<file path="src/rtl/fnd_pkg.sv">
// Shared definitions for the FND scan driver: segment codes, edit-field
// encodings, conversion FSM states and field limits.
package fnd_pkg;

  // Active-low segments, bit order gfedcba.
  localparam logic [6:0] SEG_0     = 7'h40;
  localparam logic [6:0] SEG_1     = 7'h79;
  localparam logic [6:0] SEG_2     = 7'h24;
  localparam logic [6:0] SEG_3     = 7'h30;
  localparam logic [6:0] SEG_4     = 7'h19;
  localparam logic [6:0] SEG_5     = 7'h12;
  localparam logic [6:0] SEG_6     = 7'h02;
  localparam logic [6:0] SEG_7     = 7'h78;
  localparam logic [6:0] SEG_8     = 7'h00;
  localparam logic [6:0] SEG_9     = 7'h10;
  localparam logic [6:0] SEG_DASH  = 7'h3F;
  localparam logic [6:0] SEG_BLANK = 7'h7F;

  localparam logic [2:0] POS_HOUR = 3'b100;
  localparam logic [2:0] POS_MIN  = 3'b010;
  localparam logic [2:0] POS_SEC  = 3'b001;
  localparam logic [2:0] POS_NONE = 3'b000;

  localparam logic [4:0] HOUR_MAX   = 5'd23;
  localparam logic [5:0] MINSEC_MAX = 6'd59;

  // Any digit code above 9 decodes to a dash.
  localparam logic [3:0] DIGIT_DASH = 4'hF;

  typedef enum logic [2:0] {
    ST_IDLE   = 3'd0,
    ST_CONV_H = 3'd1,
    ST_CONV_M = 3'd2,
    ST_CONV_S = 3'd3,
    ST_COMMIT = 3'd4
  } state_t;

endpackage

</file>
<file path="src/rtl/seg7_decode.sv">
// Combinational BCD digit to active-low 7-segment decoder; codes 10-15 show a dash.
module seg7_decode
  import fnd_pkg::*;
(
  input  logic [3:0] i_digit,
  output logic [6:0] o_seg
);

  always_comb begin
    o_seg = SEG_DASH;
    case (i_digit)
      4'd0:    o_seg = SEG_0;
      4'd1:    o_seg = SEG_1;
      4'd2:    o_seg = SEG_2;
      4'd3:    o_seg = SEG_3;
      4'd4:    o_seg = SEG_4;
      4'd5:    o_seg = SEG_5;
      4'd6:    o_seg = SEG_6;
      4'd7:    o_seg = SEG_7;
      4'd8:    o_seg = SEG_8;
      4'd9:    o_seg = SEG_9;
      default: o_seg = SEG_DASH;
    endcase
  end

endmodule

</file>
<file path="src/rtl/fnd_scan_driver.sv">
// Converts binary hour/min/sec to tens/ones digits by repeated subtraction and
// time-multiplexes the six digits, tens on scan phase 0 and ones on phase 1.
module fnd_scan_driver
  import fnd_pkg::*;
(
  input  logic       clk,
  input  logic       reset,
  input  logic       scan_tick,
  input  logic       blink,
  input  logic       mode,
  input  logic [2:0] set_pos,
  input  logic [4:0] hour_in,
  input  logic [5:0] min_in,
  input  logic [5:0] sec_in,
  output logic       hourFNDSel2,
  output logic       hourFNDSel1,
  output logic       minFNDSel2,
  output logic       minFNDSel1,
  output logic       secFNDSel2,
  output logic       secFNDSel1,
  output logic [6:0] hourFND,
  output logic [6:0] minFND,
  output logic [6:0] secFND
);

  state_t     r_state;
  logic [4:0] r_snap_h;
  logic [5:0] r_snap_m;
  logic [5:0] r_snap_s;
  logic [5:0] r_work;
  logic [3:0] r_tens;
  logic [3:0] r_pend_h_t, r_pend_h_o, r_pend_m_t, r_pend_m_o, r_pend_s_t, r_pend_s_o;
  logic [3:0] r_dig_h_t, r_dig_h_o, r_dig_m_t, r_dig_m_o, r_dig_s_t, r_dig_s_o;
  logic       r_phase;

  logic       w_in_changed;
  logic       w_over;
  logic       w_done;
  logic [5:0] w_next_work;
  logic [3:0] w_res_t;
  logic [3:0] w_res_o;
  logic [6:0] w_seg_h_t, w_seg_h_o, w_seg_m_t, w_seg_m_o, w_seg_s_t, w_seg_s_o;
  logic       w_blank_h, w_blank_m, w_blank_s;

  assign w_in_changed = ({hour_in, min_in, sec_in} != {r_snap_h, r_snap_m, r_snap_s});

  // Range check of the field under conversion and the seed for the following field.
  always_comb begin
    w_over      = 1'b0;
    w_next_work = 6'd0;
    case (r_state)
      ST_CONV_H: begin
        w_over      = (r_snap_h > HOUR_MAX);
        w_next_work = r_snap_m;
      end
      ST_CONV_M: begin
        w_over      = (r_snap_m > MINSEC_MAX);
        w_next_work = r_snap_s;
      end
      ST_CONV_S: begin
        w_over      = (r_snap_s > MINSEC_MAX);
        w_next_work = 6'd0;
      end
      default: begin
        w_over      = 1'b0;
        w_next_work = 6'd0;
      end
    endcase
  end

  assign w_done  = w_over || (r_work < 6'd10);
  assign w_res_t = w_over ? DIGIT_DASH : r_tens;
  assign w_res_o = w_over ? DIGIT_DASH : r_work[3:0];

  // Conversion FSM; shown digits change only in COMMIT so fields never mix.
  always_ff @(posedge clk or posedge reset) begin
    if (reset) begin
      r_state    <= ST_IDLE;
      r_snap_h   <= 5'd0;
      r_snap_m   <= 6'd0;
      r_snap_s   <= 6'd0;
      r_work     <= 6'd0;
      r_tens     <= 4'd0;
      r_pend_h_t <= 4'd0;
      r_pend_h_o <= 4'd0;
      r_pend_m_t <= 4'd0;
      r_pend_m_o <= 4'd0;
      r_pend_s_t <= 4'd0;
      r_pend_s_o <= 4'd0;
      r_dig_h_t  <= 4'd0;
      r_dig_h_o  <= 4'd0;
      r_dig_m_t  <= 4'd0;
      r_dig_m_o  <= 4'd0;
      r_dig_s_t  <= 4'd0;
      r_dig_s_o  <= 4'd0;
    end else begin
      case (r_state)
        ST_IDLE: begin
          if (w_in_changed) begin
            r_snap_h <= hour_in;
            r_snap_m <= min_in;
            r_snap_s <= sec_in;
            r_work   <= {1'b0, hour_in};
            r_tens   <= 4'd0;
            r_state  <= ST_CONV_H;
          end
        end
        ST_CONV_H, ST_CONV_M, ST_CONV_S: begin
          if (!w_done) begin
            r_work <= r_work - 6'd10;
            r_tens <= r_tens + 4'd1;
          end else begin
            r_work <= w_next_work;
            r_tens <= 4'd0;
            case (r_state)
              ST_CONV_H: begin
                r_pend_h_t <= w_res_t;
                r_pend_h_o <= w_res_o;
                r_state    <= ST_CONV_M;
              end
              ST_CONV_M: begin
                r_pend_m_t <= w_res_t;
                r_pend_m_o <= w_res_o;
                r_state    <= ST_CONV_S;
              end
              ST_CONV_S: begin
                r_pend_s_t <= w_res_t;
                r_pend_s_o <= w_res_o;
                r_state    <= ST_COMMIT;
              end
              default: r_state <= ST_IDLE;
            endcase
          end
        end
        ST_COMMIT: begin
          r_dig_h_t <= r_pend_h_t;
          r_dig_h_o <= r_pend_h_o;
          r_dig_m_t <= r_pend_m_t;
          r_dig_m_o <= r_pend_m_o;
          r_dig_s_t <= r_pend_s_t;
          r_dig_s_o <= r_pend_s_o;
          r_state   <= ST_IDLE;
        end
        default: r_state <= ST_IDLE;
      endcase
    end
  end

  seg7_decode u_dec_h_t (.i_digit(r_dig_h_t), .o_seg(w_seg_h_t));
  seg7_decode u_dec_h_o (.i_digit(r_dig_h_o), .o_seg(w_seg_h_o));
  seg7_decode u_dec_m_t (.i_digit(r_dig_m_t), .o_seg(w_seg_m_t));
  seg7_decode u_dec_m_o (.i_digit(r_dig_m_o), .o_seg(w_seg_m_o));
  seg7_decode u_dec_s_t (.i_digit(r_dig_s_t), .o_seg(w_seg_s_t));
  seg7_decode u_dec_s_o (.i_digit(r_dig_s_o), .o_seg(w_seg_s_o));

  // Non-one-hot set_pos never equals a field code, so it blanks nothing.
  assign w_blank_h = mode && blink && (set_pos == POS_HOUR);
  assign w_blank_m = mode && blink && (set_pos == POS_MIN);
  assign w_blank_s = mode && blink && (set_pos == POS_SEC);

  // Scan output registers; everything shown is sampled on the scan_tick cycle.
  always_ff @(posedge clk or posedge reset) begin
    if (reset) begin
      r_phase     <= 1'b0;
      hourFNDSel2 <= 1'b0;
      hourFNDSel1 <= 1'b0;
      minFNDSel2  <= 1'b0;
      minFNDSel1  <= 1'b0;
      secFNDSel2  <= 1'b0;
      secFNDSel1  <= 1'b0;
      hourFND     <= SEG_BLANK;
      minFND      <= SEG_BLANK;
      secFND      <= SEG_BLANK;
    end else if (scan_tick) begin
      r_phase     <= ~r_phase;
      hourFNDSel2 <= ~r_phase;
      hourFNDSel1 <= r_phase;
      minFNDSel2  <= ~r_phase;
      minFNDSel1  <= r_phase;
      secFNDSel2  <= ~r_phase;
      secFNDSel1  <= r_phase;
      hourFND     <= w_blank_h ? SEG_BLANK : (r_phase ? w_seg_h_o : w_seg_h_t);
      minFND      <= w_blank_m ? SEG_BLANK : (r_phase ? w_seg_m_o : w_seg_m_t);
      secFND      <= w_blank_s ? SEG_BLANK : (r_phase ? w_seg_s_o : w_seg_s_t);
    end
  end

endmodule

</file>
<file path="config.mk">
export PLATFORM = sky130hd
export DESIGN_NAME = fnd_scan_driver
export DESIGN_NICKNAME = d
export VERILOG_FILES = /design/src/rtl/fnd_pkg.sv /design/src/rtl/seg7_decode.sv /design/src/rtl/fnd_scan_driver.sv
export SDC_FILE = /design/constraint.sdc
export NUM_CORES = 1
export LEC_CHECK = 0
export BUFFER_PORTS_ARGS = -buffer_cell sky130_fd_sc_hd__buf_2
export CAP_MARGIN = 30
export CELL_PAD_IN_SITES_DETAIL_PLACEMENT = 1
export CELL_PAD_IN_SITES_GLOBAL_PLACEMENT = 2
export CORE_ASPECT_RATIO = 0.6
export CORE_MARGIN = 10
export CORE_UTILIZATION = 35
export CTS_CLUSTER_SIZE = 40
export DETAILED_ROUTE_END_ITERATION = 16
export PLACE_DENSITY = 0.74
export SYNTH_ARGS = -nofsm -noshare
export SYNTH_HDL_FRONTEND = slang
export SYNTH_SLANG_ARGS = --single-unit
</file>
<file path="constraint.sdc">
create_clock -name clk -period 3.2 [get_ports clk]
set_input_delay 0.48 -clock clk [delete_from_list [all_inputs] [get_ports clk]]
set_output_delay 0.48 -clock clk [all_outputs]
set_load 0.01 [all_outputs]
</file>
==> metrics.md, run 1 <==
| Metric | Value |
|---|---|
| Launch point of the worst reg-to-reg path | r_state[2]$_DFFE_PP0P_ |
| R2R cell count | 5 |
| Die H | between 100 and 150 µm |
| Commonest non-fill, non-tap cell in the layout | dfrtp_1 |
| Pwr Total | around 6800 µW |
| Count of hold-fix buffers inserted at cts | 0 |
| FFs w/ async S/R, synth | 100% |
| Worst hold slack | 0.315 ns |
| NumNets Final | between 600 and 700 |
| H-tree depth | 3 |
| Max Slew Vio Count | 0 |
| Non-filler instance count after layout | 785 |
| GRT Overall Usage | 13.8% |
| Maximum clock rate | 0.394 GHz |
| Top Ports | 52 |
| Routed wire length per instance | ~19 µm |
| Syn Area/Cell | 10.5 µm² |
| # setup viols final | 0 |
| CTS buffer count | 9 |
| CP Launch Type | flop |
| DRT antenna net count | 0 |
| Worst EP required | 3.42 ns |
| Most frequent cells in the layout | dfrtp_1, mux2_2, buf_2, a21oi_1 |
| Routability cong. | 0.842 |
| GRT overflow | 0 |
| Synth Cell Area | 5660 µm² |
| Syn nets | 596 |
| Synthesized flop and latch total | 101 |
| Initial core utilization | 36.3% |
| Synth area leader | dfrtp_1 |
| Power Density | 1080 nW/µm² |
| Pleak | 0.00278 µW |
| Port Buf Inserts | 51 |
| Final min period | 2.54 ns |
| Root buf cell | clkbuf_16 |
| Max Clock Skew | between 0.009 and 0.01 ns |
| Post-DP HPWL | 11.2 mm |
| Worst-Margin Slew | roughly 0.84 ns |
| DRC viols | 0 |
| Top FF cell, synth | dfrtp_1 |
| RSZ-0062 raised after global routing | no |
| Share of the synthesized area in the top cell type | 35.3% |
| Share of cells above drive strength 1 | 29.0% |
| Core Rows | 35 |
| Worst hold-check path type | in -> async |
| ANT cells | 0 |
| Clk slew on worst S/H paths | roughly 0.070 ns |
| R2r setup slk | 0.66 ns |
| Sink Count | 101 |
| Die area | ~22000 µm² |
| CTS tree | done |
| Ys Warns | 0 |
| Pin count of the biggest net entering global routing | 63 |
| R2R Path End | r_pend_h_o[0]$_DFFE_PP0P_ |
| Placed cell area | 6090 µm² |
| Final critical-path share of the clock period | 79.3% |
| Filler cell count | between 1500 and 2000 |
| Core area | approximately 16000 µm² |
| Cell variety after synth | between 60 and 70 |
| Vias per cell | 5.28 |
| Peak VDD IR | roughly 0.0003 V |
| Drt first-iter violations | 251 |
| Worst-path maximum fanout | 19 |
| Max Cap Viol | 0 |
| Final wirelength | 14.8 mm |
| Post-CTS Repair Setup Buffers | 0 |
| Seq/Total Area, Yosys | about 45% |
| Vias post-DR | 4145 |
| Clock Latency Late Sink | between 0.3 and 0.4 ns |
| Slew Limit Headroom | 44.0% |
| Initial antenna violation count | 0 |
| Top cells by area, synth | dfrtp_1, mux2_2, dfstp_2 |
| Die X-Extent | 184 µm |
| Gate Count Post-Synth | around 540 |
| Status | complete, no violations |
| Crit path kind | reg -> reg |
| Placed Cells | 769 |
| Total negative slack | 0 ns |
| Endpoint class of the critical path | flop |
| EDFF count, synth | 0 |
| DR pass1 iterations | 4 |
| Clk buf depth | 2 |
| Final instance area | 6360 µm² |
| First-pass GRT wire length | between 20 and 25 mm |
| Area growth syn-to-layout | 12.2% |
| Vias in the first global route | 4431 |
| PostCTS Resize Cnt | 0 |
| Arrival time worst endpoint | 2.76 ns |
| Final hold violation count | 0 |
cells by family after synthesis:
group           synth area share [%]
compound gates                  14.0
mux                             13.0
buf+inv                         4.95
simple gates                    12.6
xor+xnor                        3.40
flops                           45.1
fa+ha+maj                       7.07
report_power, final:
part	switching, µW	total, µW	internal (µW)
clock	490	1020	527
combinational	1680	3190	1510
sequential	681	2640	1950
flip-flops by register name, indices dropped and copies added (netlist names), 5 cells and up:
register  flops
r_snap_m      6
r_snap_s      6
minFND        7
secFND        7
r_work        6
hourFND       7
r_snap_h      5
layer usage:
metal	global-route usage (%)	vias up	wire (µm)	share of wire, %
met5	0	-	0	0
met4	3.01	0	102	0.69
met3	3.49	7	613	4.1
met2	19.8	67	6330	43
met1	20.3	2099	7760	52
li1	-	1972	-	-
synth_stat cells, types with 8 or more instances:
master,instances
a21oi_1,37
dfrtp_1,80
nand2_1,35
inv_1,29
buf_4,9
mux2_4,8
xnor2_1,16
nor2b_1,11
o21ai_0,35
dfstp_2,21
nor2_1,34
mux2_2,51
ha_1,32
clkbuf_1,18
nand2b_1,17
critical path, stage by stage, from the launching register on:
cell	delay, ns
dfrtp_1	0.70
and4b_1	0.27
and3_1	0.28
nor3_2	0.54
nand2_1	0.29
mux2_4	0.33
final cells by class:
type	count	area [µm²]	share of cell area (%)
clock buffers	10	229	3.60
clock inverters	6	38.8	0.610
inverters	30	115	1.81
multi-input cells	375	2830	44.5
flip-flops and latches	101	2550	40.2
well taps	203	254	4.00
repair buffers	60	335	5.28
per-stage QoR:
stage	setup slack [ns]	util, %
floorplan	0.108	-
global placement	0.706	39.1
detailed placement	0.606	39.1
CTS	0.676	40.8
global route	0.481	40.8
finish	0.664	40.8
worst max-delay path by stage:
stage                                start  cells after the start  slack (ns)                        end
floorplan                            reset                      1        0.11   r_dig_h_o[0]$_DFFE_PP0N_
global placement                hour_in[3]                      7        0.71    r_snap_s[4]$_DFFE_PP0P_
detailed placement               sec_in[3]                      7        0.61    r_snap_s[0]$_DFFE_PP0P_
CTS                 r_state[2]$_DFFE_PP0P_                      5        0.68  r_pend_h_o[0]$_DFFE_PP0P_
global route        r_state[2]$_DFFE_PP0P_                      5        0.48  r_pend_s_o[0]$_DFFE_PP0P_
finish              r_state[2]$_DFFE_PP0P_                      5        0.66  r_pend_h_o[0]$_DFFE_PP0P_
(Power assumes the default switching activity.)
==> run 2, diff against run 1 <==
--- a/config.mk
+++ b/config.mk
@@ -11,10 +11,10 @@
 export CELL_PAD_IN_SITES_GLOBAL_PLACEMENT = 2
 export CORE_ASPECT_RATIO = 0.6
 export CORE_MARGIN = 10
-export CORE_UTILIZATION = 35
+export CORE_UTILIZATION = 39
 export CTS_CLUSTER_SIZE = 40
 export DETAILED_ROUTE_END_ITERATION = 16
-export PLACE_DENSITY = 0.74
+export PLACE_DENSITY = 0.78
 export SYNTH_ARGS = -nofsm -noshare
 export SYNTH_HDL_FRONTEND = slang
 export SYNTH_SLANG_ARGS = --single-unit
==> constraint.sdc (replaced) <==
create_clock -name clk -period 2.5 [get_ports clk]
set_input_delay 0.375 -clock clk [delete_from_list [all_inputs] [get_ports clk]]
set_output_delay 0.375 -clock clk [all_outputs]
set_load 0.01 [all_outputs]
==> run 2 against run 1 <==
Worst hold slack lost 0.16 ns; global-route usage grew 1.2 points; non-clock buffer count grew 10; largest cell class unchanged; worst setup slack lost 0.46 ns; sequential share of layout area shrank 0.74 points; critical endpoint is now r_pend_m_t[2]$_DFFE_PP0P_; register-to-register slack lost 0.46 ns; routed wire length shrank 2.1%; die area shrank 8.9%; total power grew 32%; flip-flop and latch count is the same; clock skew is essentially flat; utilization grew 5.8 points.
==> metrics.md, run 2 (synthesis gave the netlist of run 1 again) <==
| Metric | Value |
|---|---|
| Top Ports | 52 |
| Final critical-path share of the clock period | 91.8% |
| RSZ-0062 raised after global routing | no |
| Reg area | 2550 µm² |
| Die X-Extent | 176 µm |
| CTS buffer count | 9 |
| Max Clock Skew | 0.0102 ns |
| Net switching power figure | between 3000 and 4000 µW |
| Endpoint class of the critical path | flop |
| Seq pwr share | 36.4% |
| Comb pwr share | about 47% |
| Non-filler instance count after layout | 784 |
| Worst hold-check path type | in -> async |
| Pin count of the biggest net entering global routing | 44 |
| Final min period | approximately 2.3 ns |
| DRT antenna net count | 0 |
| Filler cell count | between 1500 and 2000 |
| Total negative slack | 0 ns |
| Status | complete, no violations |
| Max Slew Vio Count | 0 |
| Die area | approximately 20000 µm² |
| Routed wire length per instance | 18.5 µm |
| Vias per cell | 5.33 |
| Final Util | between 40% and 50% |
| Routability cong. | 0.829 |
| Crit path kind | reg -> reg |
| Port Buf Inserts | 51 |
| Peak VDD IR | 0.000422 V |
| First-pass GRT wire length | ~24 mm |
| Footprint of the multi-input gates | 2830 µm² |
| Worst EP required | roughly 2.7 ns |
| Final wirelength | 14.5 mm |
| CTS tree | done |
| Sink Count | 101 |
| Drt first-iter violations | 310 |
| Worst-path maximum fanout | 10 |
| Worst-Margin Slew | 0.765 ns |
| Maximum clock rate | 0.436 GHz |
| H-tree depth | 3 |
| Most frequent cells in the layout | dfrtp_1, mux2_2, buf_2, a21oi_1 |
| Core Rows | 33 |
| GRT overflow | 0 |
| Area growth syn-to-layout | 14.3% |
| Vias post-DR | 4179 |
| GRT Overall Usage | between 15 and 20% |
| Pleak | 0.00285 µW |
| Core area | 13900 µm² |
| Placed Cells | 768 |
| Regs by FF count | hourFND x7, minFND x7, secFND x7 |
| Slew Limit Headroom | 48.9% |
| Clock power share | 16.2% |
| Post-DP HPWL | 11.2 mm |
| DRC viols | 0 |
| CP Launch Type | flop |
| Commonest non-fill, non-tap cell in the layout | dfrtp_1 |
| DR pass1 iterations | 4 |
| Vias in the first global route | approximately 4500 |
| Post-CTS Repair Setup Buffers | 0 |
| Share of cells above drive strength 1 | a little under a third |
| Pwr Total | 9010 µW |
| Clk slew on worst S/H paths | 0.07 ns |
| Arrival time worst endpoint | 2.52 ns |
| Worst hold slack | around 0.15 ns |
| Count of hold-fix buffers inserted at cts | 0 |
| Max Cap Viol | 0 |
| Die H | 113 µm |
| Clock Latency Late Sink | 0.35 ns |
| Switching share of total power | 40.6% |
| Clk buf depth | 2 |
| Final hold violation count | 0 |
| Initial core utilization | around two fifths |
| # setup viols final | 0 |
| Initial antenna violation count | 0 |
| Root buf cell | clkbuf_16 |
| NumNets Final | 644 |
| Int Pwr | 5360 µW |
| PostCTS Resize Cnt | 0 |
| ANT cells | 0 |
| Power Density | 1390 nW/µm² |
run 2: cell types whose count changed in the layout (fill, tap and decap cells not counted), sizes merged:
cell	before	now
clkbuf	10	11
buf	60	70
clkinvlp	1	2
inv	31	29
bufinv	0	1
clkinv	4	3
run 2: power by group through the flow:
stage / clock, µW / combinational (µW) / sequential, µW
after floorplan: 0 / 3140 / 3050
after global placement: 0 / 4150 / 3260
after detailed placement: 0 / 4270 / 3300
after CTS: 1500 / 4300 / 3280
after global routing: 1580 / 4750 / 3430
final: 1460 / 4270 / 3280
run 2: metrics by stage:
stage / area [µm²] / setup slack [ns]
finish: 6470 / 0.204
global route: 6470 / 0.105
CTS: 6470 / 0.212
detailed placement: 6160 / 0.249
global placement: 6160 / 0.273
floorplan: 5670 / 0.446
run 2: final timing paths:
check | startpoint | end | slack (ns) | depth (start not counted)
setup / recovery | r_state[2]$_DFFE_PP0P_ | r_pend_m_t[2]$_DFFE_PP0P_ | 0.20 | 5
hold / removal | reset | r_dig_h_o[1]$_DFFE_PP0N_ | 0.15 | 2
setup reg to reg | r_state[2]$_DFFE_PP0P_ | r_pend_m_t[2]$_DFFE_PP0P_ | 0.20 | 5
hold reg to reg | r_pend_s_t[0]$_DFFE_PP0P_ | r_dig_s_t[0]$_DFFE_PP0N_ | 0.49 | 2
max in group asynchronous | reset | r_tens[1]$_DFFE_PP0P_ | 1.62 | 3
min in group clk | min_in[4] | r_snap_m[4]$_DFFE_PP0P_ | 0.29 | 2
run 2: cell type report:
type	count	share of cell area, %
clock inverter	5	0.908
timing repair buffer	70	6.53
inverter	30	1.80
multi-input combinational	375	43.7
tap	192	3.71
clock buffer	11	3.90
sequential	101	39.4
run 2: routing by layer:
metal | share of wire [%] | vias up | global-route usage, %
li1 | - | 1996 | -
met1 | 52 | 2093 | 21.9
met2 | 41 | 78 | 21.3
met3 | 5.7 | 12 | 4.61
met4 | 0.71 | 0 | 2.92
met5 | 0 | - | 0
run 2: critical path, cell delays in order, from the launching register on:
cell,delay (ns)
dfrtp_1,0.53
and4b_1,0.23
and3_1,0.28
or3_1,0.49
nand3b_2,0.27
mux2_2,0.37
